`config.mk`:
```
export PLATFORM = sky130hd
export DESIGN_NAME = bitstream_fetch_buffer_flat
export DESIGN_NICKNAME = d
export VERILOG_FILES = /design/src/rtl/bitstream_fetch_buffer_if.sv /design/src/rtl/bitstream_fetch_buffer.sv /design/src/flat_wrapper.sv
export SDC_FILE = /design/constraint.sdc
export NUM_CORES = 1
export LEC_CHECK = 0
export BUFFER_PORTS_ARGS = -buffer_cell sky130_fd_sc_hd__buf_2
export CORE_MARGIN = 2
export CORE_UTILIZATION = 40
export CTS_BUF_LIST = sky130_fd_sc_hd__clkbuf_4
export DETAILED_ROUTE_END_ITERATION = 8
export GPL_ROUTABILITY_DRIVEN = 0
export HOLD_SLACK_MARGIN = 0.1
export PLACE_DENSITY = 0.61
export SYNTH_ARGS = -nofsm -noshare
export SYNTH_HDL_FRONTEND = slang
export SYNTH_SLANG_ARGS = --single-unit
export TNS_END_PERCENT = 1
```
`constraint.sdc`:
```
create_clock -name clk -period 14.04 [get_ports clk]
set_clock_uncertainty 0.1 [all_clocks]
set_input_delay 2.106 -clock clk [delete_from_list [all_inputs] [get_ports clk]]
set_output_delay 2.106 -clock clk [all_outputs]
set_load 0.02 [all_outputs]
```
`src/rtl/bitstream_fetch_buffer_if.sv`:
```
// Word-read bus between the fetch buffer (master) and the bitstream word RAM (slave).
// The RAM answers one cycle after an active-low read enable.
interface bitstream_fetch_buffer_if #(
    parameter int ADDR_W = 17
) ();
    logic              BitStream_ram_ren;
    logic [ADDR_W-1:0] BitStream_ram_addr;
    logic [15:0]       BitStream_ram_data;

    modport master (
        output BitStream_ram_ren,
        output BitStream_ram_addr,
        input  BitStream_ram_data
    );

    modport slave (
        input  BitStream_ram_ren,
        input  BitStream_ram_addr,
        output BitStream_ram_data
    );
endinterface

```
`src/rtl/bitstream_fetch_buffer.sv`:
```
// Sequential RAM word fetcher feeding a 64-bit MSB-first shift buffer that
// exposes a 16-bit bit-aligned look-ahead window to the syntax parser.
module bitstream_fetch_buffer #(
    parameter int                ADDR_W    = 17,
    parameter logic [ADDR_W-1:0] LAST_ADDR = {ADDR_W{1'b1}}
) (
    input  logic                      clk,
    input  logic                      reset_n,
    input  logic                      start,
    input  logic [ADDR_W-1:0]         start_addr,
    bitstream_fetch_buffer_if.master  ram,
    input  logic [4:0]                bits_used,
    output logic [15:0]               window,
    output logic                      window_valid,
    output logic [20:0]               bit_pos,
    output logic                      byte_aligned,
    output logic                      eos
);

    typedef enum logic [1:0] {
        ST_IDLE  = 2'd0,
        ST_FETCH = 2'd1,
        ST_END   = 2'd2
    } state_t;

    state_t            state_q, state_d;
    logic [63:0]       buf_q, buf_d;
    logic [6:0]        level_q, level_d;
    logic              pending_q, pending_d;
    logic [ADDR_W-1:0] fetch_addr_q, fetch_addr_d;
    logic [20:0]       bit_pos_q, bit_pos_d;
    logic              ren_q, ren_d;
    logic              valid_q, valid_d;
    logic              eos_q, eos_d;

    logic [4:0]        used_s;
    logic [6:0]        level_after_s;
    logic [63:0]       shifted_s;
    logic [63:0]       merged_s;
    logic              issue_s;

    // Consume/shift, merge of the returning word, fetch issue and next-state decode
    always_comb begin
        used_s        = 5'd0;
        buf_d         = buf_q;
        level_d       = level_q;
        pending_d     = 1'b0;
        fetch_addr_d  = fetch_addr_q;
        bit_pos_d     = bit_pos_q;
        state_d       = state_q;
        issue_s       = ~ren_q;

        if (valid_q) begin
            used_s = (bits_used > 5'd16) ? 5'd16 : bits_used;
        end else begin
            used_s = 5'd0;
        end
        shifted_s     = buf_q << used_s;
        level_after_s = level_q - 7'(used_s);
        // New word lands directly behind the bits that survive this cycle's shift
        merged_s      = shifted_s | ({ram.BitStream_ram_data, 48'd0} >> level_after_s);

        if (start) begin
            buf_d        = 64'd0;
            level_d      = 7'd0;
            bit_pos_d    = 21'd0;
            pending_d    = 1'b0;
            fetch_addr_d = start_addr;
            state_d      = ST_FETCH;
        end else begin
            bit_pos_d = bit_pos_q + 21'(used_s);
            if (pending_q) begin
                buf_d   = merged_s;
                level_d = level_after_s + 7'd16;
            end else begin
                buf_d   = shifted_s;
                level_d = level_after_s;
            end
            if (issue_s) begin
                pending_d = 1'b1;
                if (fetch_addr_q == LAST_ADDR) begin
                    state_d = ST_END;
                end else begin
                    fetch_addr_d = fetch_addr_q + ADDR_W'(1);
                end
            end else begin
                pending_d = 1'b0;
            end
        end

        // Outstanding words are counted so the buffer can never be overfilled
        ren_d   = ~((state_d == ST_FETCH) &&
                    (({1'b0, level_d} + {3'd0, pending_d, 4'd0}) <= 8'd32));
        valid_d = (level_d >= 7'd16);
        eos_d   = (state_d == ST_END) && !pending_d && (level_d < 7'd16);
    end

    // State, datapath and registered output update with synchronous reset
    always_ff @(posedge clk) begin
        if (!reset_n) begin
            state_q      <= ST_IDLE;
            buf_q        <= 64'd0;
            level_q      <= 7'd0;
            pending_q    <= 1'b0;
            fetch_addr_q <= {ADDR_W{1'b0}};
            bit_pos_q    <= 21'd0;
            ren_q        <= 1'b1;
            valid_q      <= 1'b0;
            eos_q        <= 1'b0;
        end else begin
            state_q      <= state_d;
            buf_q        <= buf_d;
            level_q      <= level_d;
            pending_q    <= pending_d;
            fetch_addr_q <= fetch_addr_d;
            bit_pos_q    <= bit_pos_d;
            ren_q        <= ren_d;
            valid_q      <= valid_d;
            eos_q        <= eos_d;
        end
    end

    assign ram.BitStream_ram_ren  = ren_q;
    assign ram.BitStream_ram_addr = fetch_addr_q;
    assign window                 = buf_q[63:48];
    assign window_valid           = valid_q;
    assign bit_pos                = bit_pos_q;
    assign byte_aligned           = (bit_pos_q[2:0] == 3'd0);
    assign eos                    = eos_q;

endmodule

```
`src/flat_wrapper.sv`:
```
// flat-port wrapper written by rule: the top's interface ports become plain ports
module bitstream_fetch_buffer_flat 
#(
    parameter int                ADDR_W    = 17,
    parameter logic [ADDR_W-1:0] LAST_ADDR = {ADDR_W{1'b1}}
)
  (clk, reset_n, start, start_addr, bits_used, window, window_valid, bit_pos, byte_aligned, eos, ram_BitStream_ram_ren, ram_BitStream_ram_addr, ram_BitStream_ram_data);
  bitstream_fetch_buffer_if #(.ADDR_W(ADDR_W)) ram_i ();
  input  logic clk;
  input  logic reset_n;
  input  logic start;
  input  logic [ADDR_W-1:0] start_addr;
  input  logic [4:0] bits_used;
  output logic [15:0] window;
  output logic window_valid;
  output logic [20:0] bit_pos;
  output logic byte_aligned;
  output logic eos;
  output wire logic [$bits(ram_i.BitStream_ram_ren)-1:0] ram_BitStream_ram_ren;
  output wire logic [$bits(ram_i.BitStream_ram_addr)-1:0] ram_BitStream_ram_addr;
  input wire logic [$bits(ram_i.BitStream_ram_data)-1:0] ram_BitStream_ram_data;
  assign ram_BitStream_ram_ren = ram_i.BitStream_ram_ren;
  assign ram_BitStream_ram_addr = ram_i.BitStream_ram_addr;
  assign ram_i.BitStream_ram_data = ram_BitStream_ram_data;
  bitstream_fetch_buffer #(.ADDR_W(ADDR_W), .LAST_ADDR(LAST_ADDR)) u_core (.clk(clk), .reset_n(reset_n), .start(start), .start_addr(start_addr), .ram(ram_i), .bits_used(bits_used), .window(window), .window_valid(window_valid), .bit_pos(bit_pos), .byte_aligned(byte_aligned), .eos(eos));
endmodule
```
==> reports/metrics.cfg, run 1 <==
[power_and_ir_drop]
p_int_mw=0.700
power_frac_comb_pct=53.9
powerDensity_nw_per_um2=135
p_leak_nw=3.94
vdd_drop_max_uv=78.5
p_seq_share_pct=26.7
clockPowerShare_pct=19.4
p_switching_mw=0.689
swShare_pct=49.6

[cts]
clkLatencyLatePin_ns=0.56
htreeDepth=4
cts_tree=yes
clock-sinks=115
cts-root-buf=clkbuf_4
cts_resized=0
cts_buffers=17
clkTransAtPathRegs_ns=0.12
ctsHoldBuffers=0
clockBufferDepth=2
postCtsSetupRepairBufs=0

[die]
fp.dieH_um=158
fp-row-count=56
die_w_um=158
die_area_um2=25100
fp.coreArea_um2=23500
io_pins=99
initial_core_util_pct=40.6

[placement]
place_ws_ns=6.61
dpl.hpwl_mm=23.4
placedCellCount=1428
numPortBuffers=98

[worst_setup_path]
crit_type=primary input to flip-flop
critPathLaunchType=primary input
crit_path_end_kind=flip-flop
crit_fanout=59
critPathArrivalTime_ns=7.28
worst_ep_required_time_ns=14.37

[sta]
finalHoldViolations=0
max_freq_mhz=144
setup_tns_ns=0
rsz0062_at_grt=no
setup_slack_ns=7.08
drv_slew=0
slew_headroom_pct=35.5
fin_crit_sh_pct=49.5
setup_viol=0
worst_slew_pin_slew_ns=0.968
min_period_ns=6.96

[route]
drt-initial-drc-count=1576
drtAntennaViolNets=0
dr.pass1.iters=7
wire_per_inst_um=22.4
wl_mm=32.7
vias=9424
via_per_inst=6.45
drc=0

[global_route]
antenna_found_initial=3
grt_first_pass_wirelength_mm=49.7
grt_usage_pct=25.9
grt_overflow_total=0
grt_max_degree=67
grt_pass1_vias=8444

[yosys]
seq_area_frac_synth_pct=24.1
syn_area_um2=9540
synth.net_count=1162
synth_top_area_share_pct=24.1
synthArstFlopShare_pct=0
synth_area_leaders=dfxtp_1 24%, mux4_2 7.8%, mux2i_1 5.8%
syn_avg_cell_area_um2=8.64
synth_top_cell_by_area=dfxtp_1
synth_cell_types=83
ys.warnings.count=0
synth-main-ff-cell=dfxtp_1
synth-edff-count=0
synthCells=1104
ys_seq_elements=115

[hold_path]
holdCritPathClass=flip-flop to flip-flop

[cells_and_area]
synthToLayoutAreaGrowth_pct=7.75
nets=1186
fin_cells=1461
drive_above_1_share_pct=19.8

[job]
cap_viol_max_count=0

[status]
outcome=completed

layer usage:
metal	global-route usage, %	vias to the layer above	share of wire (%)
met3	6.21	70	11
met2	37.9	563	43
li1	-	4316	-
met4	7.16	2	2.4
met5	0	-	0.028
met1	37.7	4473	44
final cells by class:
cell class | instances | area, um^2
Clock buffer | 17 | 128
Sequential cell | 115 | 2300
Timing Repair Buffer | 113 | 603
Multi-Input combinational cell | 848 | 6550
Inverter | 33 | 124
Antenna cell | 1 | 2.50
Fill cell | 2334 | 13200
Clock inverter | 15 | 173
Tap cell | 319 | 399
registers in the layout, summed over array words and instances (netlist names):
signal and flops:
u_core.bit_pos 21, u_core.ram.BitStream_ram_addr 17, u_core.state_q 2, u_core.pending_q 1
u_core.buf_q 64, u_core.window_valid 1, u_core.ram.BitStream_ram_ren 1, u_core.eos 1
u_core.level_q 7
cells in the mapped netlist, drive strengths merged, types with 4 or more instances:
master / count
a22o: 13
nor3: 18
nand4b: 15
o221ai: 12
nor4: 9
a211oi: 23
mux2i: 55
xnor2: 24
and3: 13
o21bai: 5
nand2: 96
nand4: 9
nor2: 62
xor2: 8
or3: 6
mux2: 21
a211o: 15
and2: 24
o211ai: 38
nand3: 50
o22ai: 9
buf: 68
o211a: 9
a21oi: 56
a21o: 12
a221oi: 11
dfxtp: 115
o21a: 6
nand2b: 16
a31oi: 17
a22oi: 23
a32oi: 21
nor3b: 5
clkbuf: 40
o31ai: 6
nor2b: 6
inv: 33
mux4: 41
a21boi: 4
ha: 15
o21ai: 31
power by group through the flow:
stage          clock, mW  sequential (mW)  combinational, mW
2_1_floorplan          0            0.378              0.520
3_3_place_gp           0            0.377              0.713
3_5_place_dp           0            0.377              0.713
4_1_cts            0.274            0.370              0.717
5_1_grt            0.287            0.374              0.788
6_report           0.269            0.371              0.749
cells by family (layout without fill, tap and decap cells):
logic type      after synthesis  after routing  synth area share [%]
compound gates              338            338                  25.9
xor+xnor                     32             32                  3.02
fa+ha+maj                    17             17                  2.39
buf+inv                     141            178                  7.42
flops                       115            115                  24.1
mux                         117            117                  18.3
other cells                   0              1                     0
simple gates                344            344                  18.9
stage by stage:
step / hold slack (ns) / util (%) / area, um^2 / power, mW
after floorplan: 0.366 / - / 9540 / 0.898
after global placement: 0.386 / 42.5 / 9980 / 1.09
after detailed placement: 0.392 / 42.5 / 9980 / 1.09
after CTS: 0.408 / 43.8 / 10300 / 1.36
after global routing: 0.435 / 43.8 / 10300 / 1.45
final: 0.412 / 43.8 / 10300 / 1.39
critical path, cell delays in order:
cell and delay (ns):
buf_2 0.34, nand3b_4 0.65, inv_2 0.14, buf_4 0.63
ha_1 0.31, fa_1 0.31, nand2b_1 0.18, a21oi_2 0.09
xnor2_2 0.59, inv_2 0.33, ha_1 0.38, nor2_1 0.05
a211oi_1 0.35, ha_1 0.23, inv_1 0.04, a2111oi_0 0.37
o211ai_1 0.15
final timing paths:
kind	startpoint	end	slack [ns]	cells past startpoint
max	bits_used[4]	u_core.ram.BitStream_ram_ren	7.08	17
min	u_core.bit_pos[15]	u_core.bit_pos[15]	0.41	2
max reg2reg	u_core.window_valid	u_core.ram.BitStream_ram_ren	8.26	17
min reg2reg	u_core.bit_pos[15]	u_core.bit_pos[15]	0.41	2
cell usage in the layout (no fill, tap or decap), types with 23 or more instances in the layout:
cell and n:
dfxtp_1 115, buf_2 98, nand2_1 95, nor2_1 59, mux2i_1 55, a21oi_1 54
nand3_1 50, o211ai_1 38, mux4_2 33, inv_1 28, o21ai_0 25, a211oi_1 23
a22oi_1 23
Power figures use the tool's default switching activity.
==> run 2: changes to the inputs <==
--- a/config.mk
+++ b/config.mk
@@ -12,7 +12,7 @@
 export DETAILED_ROUTE_END_ITERATION = 8
 export GPL_ROUTABILITY_DRIVEN = 0
 export HOLD_SLACK_MARGIN = 0.1
-export PLACE_DENSITY = 0.61
+export PLACE_DENSITY = 0.63
 export SYNTH_ARGS = -nofsm -noshare
 export SYNTH_HDL_FRONTEND = slang
 export SYNTH_SLANG_ARGS = --single-unit
==> constraint.sdc (replaced) <==
create_clock -name clk -period 5.7 [get_ports clk]
set_clock_uncertainty 0.1 [all_clocks]
set_input_delay 0.855 -clock clk [delete_from_list [all_inputs] [get_ports clk]]
set_output_delay 0.855 -clock clk [all_outputs]
set_load 0.02 [all_outputs]
==> run 2 against run 1 <==
Sequential share of layout area about the same. Count of clock-buffer cells in the layout increased by 1. Largest power group unchanged. Setup slack got worse by 6.2 ns. Non-clock buffer count increased by 1. Highest routed layer is now met4. Routed wire length increased by 0.38%. Register-to-register slack got worse by 7.3 ns. Final area increased by 0.22%. Critical path type is now flip-flop to flip-flop. Sequential cell count unchanged. Clock power increased to 2.5 times the previous value. Critical path depth decreased by 2.
==> reports/metrics.cfg, run 2 (same netlist as run 1, synthesis figures left out) <==
[placement]
dpl.hpwl_mm=23.7
placedCellCount=1429
numPortBuffers=98

[sta]
finalHoldViolations=0
slew_headroom_pct=21.7
worst_slew_pin_slew_ns=1.17
max_freq_mhz=209
setup_tns_ns=0
drv_slew=0
setup_viol=0
rsz0062_at_grt=no
fin_crit_sh_pct=83.9
min_period_ns=4.78

[global_route]
antenna_found_initial=1
grt_max_degree=67
grt_usage_pct=25.8
grt_first_pass_wirelength_mm=49.7
grt_overflow_total=0
grt_pass1_vias=8667

[cts]
clkLatencyLatePin_ns=0.57
clock-sinks=115
clkTransAtPathRegs_ns=0.13
cts_tree=yes
cts-root-buf=clkbuf_4
ctsHoldBuffers=0
cts_resized=0
postCtsSetupRepairBufs=0
htreeDepth=4
clockBufferDepth=2
cts_buffers=17

[route]
dr.pass1.iters=6
wire_per_inst_um=22.4
drt-initial-drc-count=1542
wl_mm=32.8
vias=9570
drtAntennaViolNets=0
via_per_inst=6.55
drc=0

[cells_and_area]
synthToLayoutAreaGrowth_pct=7.99
fin_cells=1462
fill_cells=2344
final_common_cell=dfxtp_1
top_register=u_core.buf_q
final_cell_mix=115 x dfxtp_1, 98 x buf_2, 95 x nand2_1
drive_above_1_share_pct=19.9
largest_reg_flops=64
nets=1187

[worst_setup_path]
critPathArrivalTime_ns=5.12
worst_ep_required_time_ns=6.04
crit_path_end_kind=flip-flop
critPathLaunchType=flip-flop
crit_type=flip-flop to flip-flop
crit_fanout=20

[power_and_ir_drop]
p_total_mw=3.44
p_leak_nw=3.95
vdd_drop_max_uv=222
powerDensity_nw_per_um2=334

[die]
io_pins=99
die_area_um2=25100
fp.coreArea_um2=23500
fp.dieH_um=158
fp-row-count=56
initial_core_util_pct=40.6
die_w_um=158

[hold_path]
holdCritPathClass=primary input to flip-flop

[job]
cap_viol_max_count=0

[status]
outcome=completed

## run 2: changes by cell type in the layout (fill, tap and decap cells not counted)
cell        delta
clkinv_4       +3
bufinv_16      +1
buf_4          +1
clkinv_2       +1
inv_6          -4
clkinvlp_4     -1
inv_8          -1
clkbuf_4       +1
## run 2: power by group
part	internal (mW)	switching, mW	leakage, nW
Sequential	0.857	0.0745	0.933
Combinational	0.590	1.24	2.85
Clock	0.315	0.370	0.168
## run 2: metrics by stage
step	hold slack, ns	cell area [um^2]	utilization (%)	setup WS (ns)
detailed placement	0.400	9980	42.5	0.635
floorplan	0.366	9540	-	1.03
global placement	0.388	9980	42.5	0.747
global route	0.389	10300	43.9	0.555
CTS	0.380	10300	43.9	0.997
finish	0.401	10300	43.9	0.918
## run 2: final cells by class
type                            instances  area (um^2)  share of cell area [%]
Clock inverter                         14          180                    1.75
Tap cell                              319          399                    3.87
Inverter                               33          124                    1.20
Multi-Input combinational cell        848         6550                    63.6
Sequential cell                       115         2300                    22.3
Timing Repair Buffer                  114          611                    5.93
Clock buffer                           18          135                    1.31
Antenna cell                            1         2.50                  0.0243
## run 2: final timing paths
kind / startpoint / endpoint / slack, ns / cells past startpoint
min: start_addr[4] / u_core.ram.BitStream_ram_addr[4] / 0.40 / 2
max reg2reg: u_core.window_valid / u_core.ram.BitStream_ram_ren / 0.92 / 15
max: u_core.window_valid / u_core.ram.BitStream_ram_ren / 0.92 / 15
min reg2reg: u_core.bit_pos[15] / u_core.bit_pos[15] / 0.41 / 2
## run 2: critical path, cell delays in order (launching register included)
cell	delay, ns
dfxtp_1	0.89
and2b_1	0.33
and2_1	0.18
inv_1	0.07
ha_1	0.37
nor2_1	0.20
a21oi_2	0.08
xnor2_2	0.57
inv_2	0.33
ha_1	0.37
nor2_1	0.05
a211oi_1	0.36
ha_1	0.23
inv_1	0.04
a2111oi_0	0.34
o211ai_1	0.15
## run 2: routing by layer
layer / up-vias / wire, um / GRT usage, % / part of all wire [%]
met2: 625 / 13800 / 37.1 / 42
met5: - / 0 / 0 / 0
met4: 0 / 1260 / 10.0 / 3.8
met3: 112 / 3780 / 6.53 / 12
li1: 4302 / - / - / -
met1: 4531 / 13900 / 36.9 / 42
